**config.mk**
```make
export PLATFORM = sky130hd
export DESIGN_NAME = mem_port_arbiter
export DESIGN_NICKNAME = d
export VERILOG_FILES = /design/src/rtl/mem_port_arbiter.sv
export SDC_FILE = /design/constraint.sdc
export NUM_CORES = 1
export LEC_CHECK = 0
export ABC_AREA = 1
export BUFFER_PORTS_ARGS = -buffer_cell sky130_fd_sc_hd__buf_2
export CORE_MARGIN = 1
export CORE_UTILIZATION = 50
export CTS_CLUSTER_DIAMETER = 60
export DETAILED_ROUTE_END_ITERATION = 12
export PLACE_DENSITY = 0.95
export REMOVE_ABC_BUFFERS = 1
export SETUP_SLACK_MARGIN = 0.02
export SLEW_MARGIN = 20
export SYNTH_ARGS = -nofsm -noshare
export SYNTH_HDL_FRONTEND = slang
export SYNTH_SLANG_ARGS = --single-unit
```
**constraint.sdc**
```tcl
create_clock -name clock -period 2.7 [get_ports clock]
set_input_delay 0.27 -clock clock [delete_from_list [all_inputs] [get_ports clock]]
set_output_delay 0.27 -clock clock [all_outputs]
set_load 0.01 [all_outputs]
```
**src/rtl/mem_port_arbiter.sv**
```systemverilog
// Two-requester arbiter (CPU and debug/loader) in front of one synchronous memory port.
// Each access takes an ACCESS and a RESP cycle. Debug is granted after STARVE_LIMIT back-to-back CPU wins.
//
// state  | meaning
// IDLE   | no access in flight; arbitrate incoming requests
// ACCESS | grant and memory strobe for the latched winner
// RESP   | read data returned to owner; arbitrate the next request
module mem_port_arbiter #(
  parameter int STARVE_LIMIT = 3
) (
  input  logic       clock,
  input  logic       reset,
  input  logic       cpu_req,
  input  logic       cpu_we,
  input  logic [7:0] cpu_addr,
  input  logic [7:0] cpu_wdata,
  output logic       cpu_gnt,
  output logic       cpu_rvalid,
  output logic [7:0] cpu_rdata,
  input  logic       dbg_req,
  input  logic       dbg_we,
  input  logic [7:0] dbg_addr,
  input  logic [7:0] dbg_wdata,
  output logic       dbg_gnt,
  output logic       dbg_rvalid,
  output logic [7:0] dbg_rdata,
  output logic [7:0] mem_addr,
  output logic [7:0] mem_wdata,
  output logic       mem_wren,
  output logic       mem_rden,
  input  logic [7:0] mem_q,
  output logic       owner,
  output logic       busy
);

  typedef enum logic [1:0] {IDLE, ACCESS, RESP} state_t;

  localparam logic [3:0] LIMIT = 4'(STARVE_LIMIT);

  state_t     state_q, state_d;
  logic [3:0] starve_q, starve_d;
  logic       owner_q, owner_d;
  logic       we_q, we_d;
  logic [7:0] addr_q, addr_d;
  logic [7:0] wdata_q, wdata_d;
  logic [7:0] cpu_rdata_q, cpu_rdata_d;
  logic [7:0] dbg_rdata_q, dbg_rdata_d;
  logic       cpu_gnt_q, cpu_gnt_d;
  logic       dbg_gnt_q, dbg_gnt_d;
  logic       wren_q, wren_d;
  logic       rden_q, rden_d;
  logic       cpu_rvalid_q, cpu_rvalid_d;
  logic       dbg_rvalid_q, dbg_rvalid_d;
  logic       dbg_wins;

  // Reset masks every strobe combinationally so a reset cycle never touches memory.
  assign cpu_gnt    = cpu_gnt_q & ~reset;
  assign dbg_gnt    = dbg_gnt_q & ~reset;
  assign mem_wren   = wren_q & ~reset;
  assign mem_rden   = rden_q & ~reset;
  assign cpu_rvalid = cpu_rvalid_q & ~reset;
  assign dbg_rvalid = dbg_rvalid_q & ~reset;
  assign cpu_rdata  = cpu_rvalid ? mem_q : cpu_rdata_q;
  assign dbg_rdata  = dbg_rvalid ? mem_q : dbg_rdata_q;
  assign mem_addr   = addr_q;
  assign mem_wdata  = wdata_q;
  assign owner      = owner_q;
  assign busy       = (state_q != IDLE);

  always_comb begin
    state_d      = state_q;
    starve_d     = starve_q;
    owner_d      = owner_q;
    we_d         = we_q;
    addr_d       = addr_q;
    wdata_d      = wdata_q;
    cpu_rdata_d  = cpu_rvalid ? mem_q : cpu_rdata_q;
    dbg_rdata_d  = dbg_rvalid ? mem_q : dbg_rdata_q;
    cpu_gnt_d    = 1'b0;
    dbg_gnt_d    = 1'b0;
    wren_d       = 1'b0;
    rden_d       = 1'b0;
    cpu_rvalid_d = 1'b0;
    dbg_rvalid_d = 1'b0;
    dbg_wins     = dbg_req & (~cpu_req | (starve_q == LIMIT));

    case (state_q)
      ACCESS: begin
        state_d      = RESP;
        cpu_rvalid_d = rden_q & ~owner_q;
        dbg_rvalid_d = rden_q & owner_q;
      end
      IDLE, RESP: begin
        if (cpu_req || dbg_req) begin
          state_d   = ACCESS;
          owner_d   = dbg_wins;
          we_d      = dbg_wins ? dbg_we    : cpu_we;
          addr_d    = dbg_wins ? dbg_addr  : cpu_addr;
          wdata_d   = dbg_wins ? dbg_wdata : cpu_wdata;
          cpu_gnt_d = ~dbg_wins;
          dbg_gnt_d = dbg_wins;
          wren_d    = we_d;
          rden_d    = ~we_d;
          if (dbg_wins) begin
            starve_d = 4'd0;
          end else if (dbg_req && (starve_q != LIMIT)) begin
            starve_d = starve_q + 4'd1;
          end
        end else begin
          state_d = IDLE;
        end
      end
      default: state_d = IDLE;
    endcase
  end

  always_ff @(posedge clock) begin
    if (reset) begin
      state_q      <= IDLE;
      starve_q     <= 4'd0;
      owner_q      <= 1'b0;
      we_q         <= 1'b0;
      addr_q       <= 8'h00;
      wdata_q      <= 8'h00;
      cpu_rdata_q  <= 8'h00;
      dbg_rdata_q  <= 8'h00;
      cpu_gnt_q    <= 1'b0;
      dbg_gnt_q    <= 1'b0;
      wren_q       <= 1'b0;
      rden_q       <= 1'b0;
      cpu_rvalid_q <= 1'b0;
      dbg_rvalid_q <= 1'b0;
    end else begin
      state_q      <= state_d;
      starve_q     <= starve_d;
      owner_q      <= owner_d;
      we_q         <= we_d;
      addr_q       <= addr_d;
      wdata_q      <= wdata_d;
      cpu_rdata_q  <= cpu_rdata_d;
      dbg_rdata_q  <= dbg_rdata_d;
      cpu_gnt_q    <= cpu_gnt_d;
      dbg_gnt_q    <= dbg_gnt_d;
      wren_q       <= wren_d;
      rden_q       <= rden_d;
      cpu_rvalid_q <= cpu_rvalid_d;
      dbg_rvalid_q <= dbg_rvalid_d;
    end
  end

endmodule

```
==> results of run 1 <==
## through the flow
step	cells	hold WS, ns	instance area, sq um	setup slack, ns
after floorplan	235	0.339	1840	1.19
after global placement	370	0.434	2340	0.966
after detailed placement	370	0.440	2340	0.924
after CTS	378	0.201	2460	0.921
after global routing	378	0.198	2460	0.806
final	378	0.207	2460	0.935
## layout make-up
type	instances	area, sq um	share of cell area, %
Clock buffer	6	82.6	3.36
Clock inverter	2	37.5	1.53
Inverter	31	116	4.74
Multi-Input combinational cell	159	818	33.3
Sequential cell	45	901	36.7
Tap cell	48	60.1	2.45
Timing Repair Buffer	87	440	17.9
## routing by layer
metal / vias up / global-route usage, % / share of wire (%)
li1: 996 / - / -
met1: 887 / 26.1 / 43
met2: 91 / 40.1 / 48
met3: 2 / 7.86 / 8.3
met4: 0 / 10.8 / 0.71
met5: - / 0 / 0
## where the power goes
| part | leakage, nW | switching (mW) | internal, mW |
|---|---|---|---|
| Sequential | 0.367 | 0.0166 | 0.695 |
| Clock | 0.0574 | 0.226 | 0.301 |
| Combinational | 0.772 | 0.103 | 0.0704 |
## flip-flops by register name (all words and copies together), names as in the netlist, 2 cells and up
signal / cells
mem_addr: 8
cpu_rdata_q: 8
dbg_rdata_q: 8
state_q: 2
mem_wdata: 8
starve_q: 4
## cell usage after synthesis
master	count	area, sq um
dfxtp_1	45	901
xor2_1	1	8.76
nor2_1	28	105
nor3_4	1	16.3
buf_2	1	5.00
a211oi_1	16	120
nand2_2	3	18.8
nor2_2	1	6.26
ha_1	1	12.5
buf_6	5	56.3
a21oi_1	20	100
nor3_1	1	5.00
nor2_4	1	11.3
buf_4	5	37.5
buf_1	1	3.75
inv_2	1	3.75
nand2_1	30	113
nand4_1	17	106
clkbuf_1	2	7.51
o21ai_1	1	5.00
inv_1	30	113
nand3_1	36	180
o21ai_0	2	10.0
## critical path, delay by kind of cell
kind,cells,cell delay (ns)
buffers and inverters,3,0.70
and+or+nand+nor,2,0.35
AOI/OAI and AO/OA,1,0.16
## kinds of logic after synthesis
group	Yosys count	synth area share (%)
adders and majority gates	1	0.643
DFF	45	46.3
AOI/OAI and AO/OA	39	12.1
and+or+nand+nor	118	28.9
buffers and inverters	45	11.6
xor gates and xnor gates	1	0.450
## how the worst max path moves through the flow
stage / endpoint / slack (ns)
finish: dbg_rdata[2] / 0.94
global route: cpu_rdata[1] / 0.81
detailed placement: cpu_rdata[1] / 0.92
CTS: cpu_rdata[1] / 0.92
floorplan: rden_q / 1.19
global placement: cpu_rdata[1] / 0.97
==> flow_metrics.tcl, run 1 <==
set metrics [dict create \
    clk_pin_slew_ns 0.09 \
    drcViolationCount 0 \
    relSlewSlack_pct 67.2 \
    power_mw 1.41 \
    cts_buffers 5 \
    cts_num_sinks 45 \
    grt_max_degree 35 \
    fill_cells 313 \
    fin_crit_sh_pct 65.4 \
    fin_setup_tns_ns 0 \
    avgSynthCellArea_sq_um 7.81 \
    hold_path.class "in2reg" \
    status "complete, no violations" \
    seq_area_frac_synth_pct 46.3 \
    clock.fmax_mhz 567 \
    crit_arrival_ns 1.49 \
    cts-resized-gates 0 \
    final_common_cell "buf_2" \
    drtIter0Drc 100 \
    finalClockSkew_ns 0.00881 \
    coreArea_sq_um 3690 \
    postCtsSetupBuffers 0 \
    path_class "in2out" \
    cp_cell_sequence "buf_2 > inv_2 > nand2_2 > nor2_1 > a21oi_1 > buf_2" \
    viasPerCell 5.23 \
    slew_viol_final 0 \
    fp-row-count 22 \
    worstRegToRegCells 7 \
    crit_path_start "reset" \
    min-delay-start "cpu_addr[0]" \
    crit_slowest_cell "buf_2" \
    leakage_nw 1.20 \
    layout_common_cells "buf_2, dfxtp_1, nand3_1" \
    rsz0062_at_grt "no" \
    die_width_microns 64.4 \
    final-hold-violation-count 0 \
    h-tree-depth 2 \
    final_core_util_pct 66.6 \
    yosys_register_bits 45 \
    gp_congestion 0.771 \
    path_common_cell "buf_2" \
    io_buffers 85 \
    worst-r2r-setup-slack_ns 1.35 \
    ios 86 \
    wire_per_inst_microns 11.9 \
    track_usage_pct 23.5 \
    area_delta_synth_final_pct 26.2 \
    cts_root_buffer "clkbuf_8" \
    worst_slew_pin_slew_ns 0.492 \
    num_antenna_cells 0 \
    first_pass_iters 4 \
    dr_total_vias 1976 \
    crit_required_ns 2.43 \
    grt_pass1_vias 1809 \
    worst_setup_path_start_kind "primary input" \
    drive_gt1_share_pct 30.9 \
    max_stage_delay_ns 0.40 \
    final_antenna_net_count 0 \
    syn_inst 249 \
    start_util_pct 52.7 \
    cp_max_fo 24 \
    overflow 0 \
    power_density_nw_per_um2 575 \
    fin_crit_ns 1.76 \
    min_delay_path_depth 3 \
    peakVddDrop_mv 0.461 \
    dp_hpwl_microns 3270 \
    ys_types 23 \
    cts_max_path_buffers 2 \
    finalSetupViolCount 0 \
    synth_area_sq_um 1950 \
    wirelength_microns 4510 \
    die_h_microns 64.4 \
    cts_tree "done" \
    die-area_sq_um 4140 \
    grt_pass1_wl_microns 7490 \
    hold_buffers 0 \
    maxCapViolations 0 \
    r2r-end "rden_q" \
    layout.nets 376 \
    yosysWarnings 0 \
    endpoint_kind "primary output" \
    antenna_found_initial 0 \
    r2r-start "starve_q[0]" \
    clock_latency_ns 0.30 \
    min_to "mem_addr[0]" \
]
(Power assumes the default switching activity.)
==> run 2, diff against run 1 <==
--- a/config.mk
+++ b/config.mk
@@ -8,10 +8,10 @@
 export ABC_AREA = 1
 export BUFFER_PORTS_ARGS = -buffer_cell sky130_fd_sc_hd__buf_2
 export CORE_MARGIN = 1
-export CORE_UTILIZATION = 50
+export CORE_UTILIZATION = 42
 export CTS_CLUSTER_DIAMETER = 60
 export DETAILED_ROUTE_END_ITERATION = 12
-export PLACE_DENSITY = 0.95
+export PLACE_DENSITY = 0.86
 export REMOVE_ABC_BUFFERS = 1
 export SETUP_SLACK_MARGIN = 0.02
 export SLEW_MARGIN = 20
==> constraint.sdc (replaced) <==
create_clock -name clock -period 1.5 [get_ports clock]
set_input_delay 0.15 -clock clock [delete_from_list [all_inputs] [get_ports clock]]
set_output_delay 0.15 -clock clock [all_outputs]
set_load 0.01 [all_outputs]
==> run 2 against run 1 <==
Net effect:
- clock skew down 0.0021 ns
- sequential power grew 80%
- wire length is 3.0% higher
- combinational power rose by 86%
- cell count up 1.9%
- clock-buffer cell count stayed put
- via count shrank 1.2%
- total power grew 81%
- worst hold slack worse by 0.12 ns
- first-iteration DRC count down 49%
- global-route usage is 3.2 points lower
- critical endpoint is now rden_q
- largest cell class unchanged
- highest routed layer unchanged
==> flow_metrics.tcl, run 2 (synthesis results as in run 1) <==
set metrics [dict create \
    power_density_nw_per_um2 1020 \
    num_antenna_cells 0 \
    max_stage_delay_ns 0.33 \
    postCtsSetupBuffers 0 \
    area_delta_synth_final_pct 28.3 \
    wire_per_inst_microns 12.1 \
    overflow 0 \
    die_h_microns 70.1 \
    finalSetupViolCount 0 \
    die-area_sq_um 4910 \
    layout_common_cells "buf_2, dfxtp_1, nand3_1" \
    dr_total_vias 1953 \
    coreArea_sq_um 4410 \
    relSlewSlack_pct 75.4 \
    status "complete, no violations" \
    worst-path-buf-inv 0 \
    worst_setup_path_start_kind "flip-flop" \
    power_mw 2.55 \
    worst_slew_pin_slew_ns 0.369 \
    first_pass_iters 4 \
    drtIter0Drc 51 \
    gp_congestion 0.769 \
    endpoint_kind "flip-flop" \
    whs_ns 0.0889 \
    crit_family "simple AND/OR/NAND/NOR gates" \
    hold_path.class "in2reg" \
    final_antenna_net_count 0 \
    fin_crit_sh_pct 91.8 \
    cp_cell_sequence "ha_1 > nand2_1 > nand2_1 > nand2_2 > nand2_1 > nand2_1 > nor2_1" \
    io_buffers 85 \
    cts_buffers 5 \
    wl_met2_microns 2160 \
    track_usage_pct 20.2 \
    clk_pin_slew_ns 0.08 \
    wl_met3_microns 372 \
    finalClockSkew_ns 0.00675 \
    final_common_cell "buf_2" \
    crit_slowest_cell "dfxtp_1" \
    highest_layer "met4" \
    wirelength_microns 4650 \
    start_util_pct 44.1 \
    clock_latency_ns 0.30 \
    grt_pass1_vias 1851 \
    antenna_found_initial 0 \
    clock.fmax_mhz 727 \
    cp.depth 7 \
    fin_setup_tns_ns 0 \
    ios 86 \
    fin_crit_ns 1.38 \
    hold_buffers 0 \
    crit_required_ns 1.70 \
    h-tree-depth 2 \
    viasPerCell 5.07 \
    maxCapViolations 0 \
    cp_max_fo 19 \
    peakVddDrop_mv 0.633 \
    die_width_microns 70.1 \
    path_common_cell "nand2_1" \
    slew_viol_final 0 \
    worstRegToRegCells 7 \
    cts_num_sinks 45 \
    cts_tree "done" \
    wl_met1_microns 2030 \
    min_delay_path_depth 3 \
    dp_hpwl_microns 3400 \
    drcViolationCount 0 \
    cts_max_path_buffers 2 \
    layout.nets 379 \
    cts_root_buffer "clkbuf_8" \
    fp-row-count 24 \
    crit_arrival_ns 1.57 \
    rsz0062_at_grt "no" \
    leakage_nw 1.23 \
    grt_pass1_wl_microns 7870 \
    final-hold-violation-count 0 \
    grt_max_degree 21 \
    cts-resized-gates 0 \
    path_class "reg2reg" \
    drive_gt1_share_pct 31.8 \
]
## run 2: cell count changes in the layout (fill, tap and decap cells not counted)
cell and delta:
nand2_4 +2, nor2_2 +1, nand2_2 -2, buf_4 +3, nor2_1 -1
## run 2: power breakdown
part,switching (mW),internal (mW)
Sequential,0.0315,1.25
Combinational,0.188,0.133
Clock,0.407,0.541
## run 2: per-layer routing
layer / up-vias / global-route usage [%]
met3: 6 / 5.92
met1: 850 / 23.5
li1: 1007 / -
met2: 90 / 34.9
met5: - / 0
met4: 0 / 7.78
## run 2: final timing paths
kind                                   start           end  slack [ns]
worst max register to register   starve_q[0]        rden_q        0.12
worst min register to register        rden_q  dbg_rvalid_q        0.46
worst min-delay path            cpu_wdata[2]  mem_wdata[2]        0.09
worst max-delay path             starve_q[0]        rden_q        0.12
## run 2: worst min-delay path, stage by stage
cell and delay [ns]:
buf_2 0.07, nand3_1 0.06, nand3_1 0.07
## run 2: cell type report
cell class              instances  area (sq um)
fillers                       412          1920
flip-flops and latches         45           901
multi-input cells             159           831
repair buffers                 90           463
inverters                      31           116
clock buffers                   6          82.6
well taps                      52          65.1
clock inverters                 2          37.5
## run 2: stage by stage
step	setup slack, ns	area, sq um	utilization [%]	std cells
5_1_grt	0.0343	2500	56.5	385
6_report	0.124	2500	56.5	385
3_5_place_dp	0.162	2360	53.5	377
2_1_floorplan	-0.0123	1840	-	235
3_3_place_gp	0.205	2360	53.5	377
4_1_cts	0.0715	2480	56.3	385
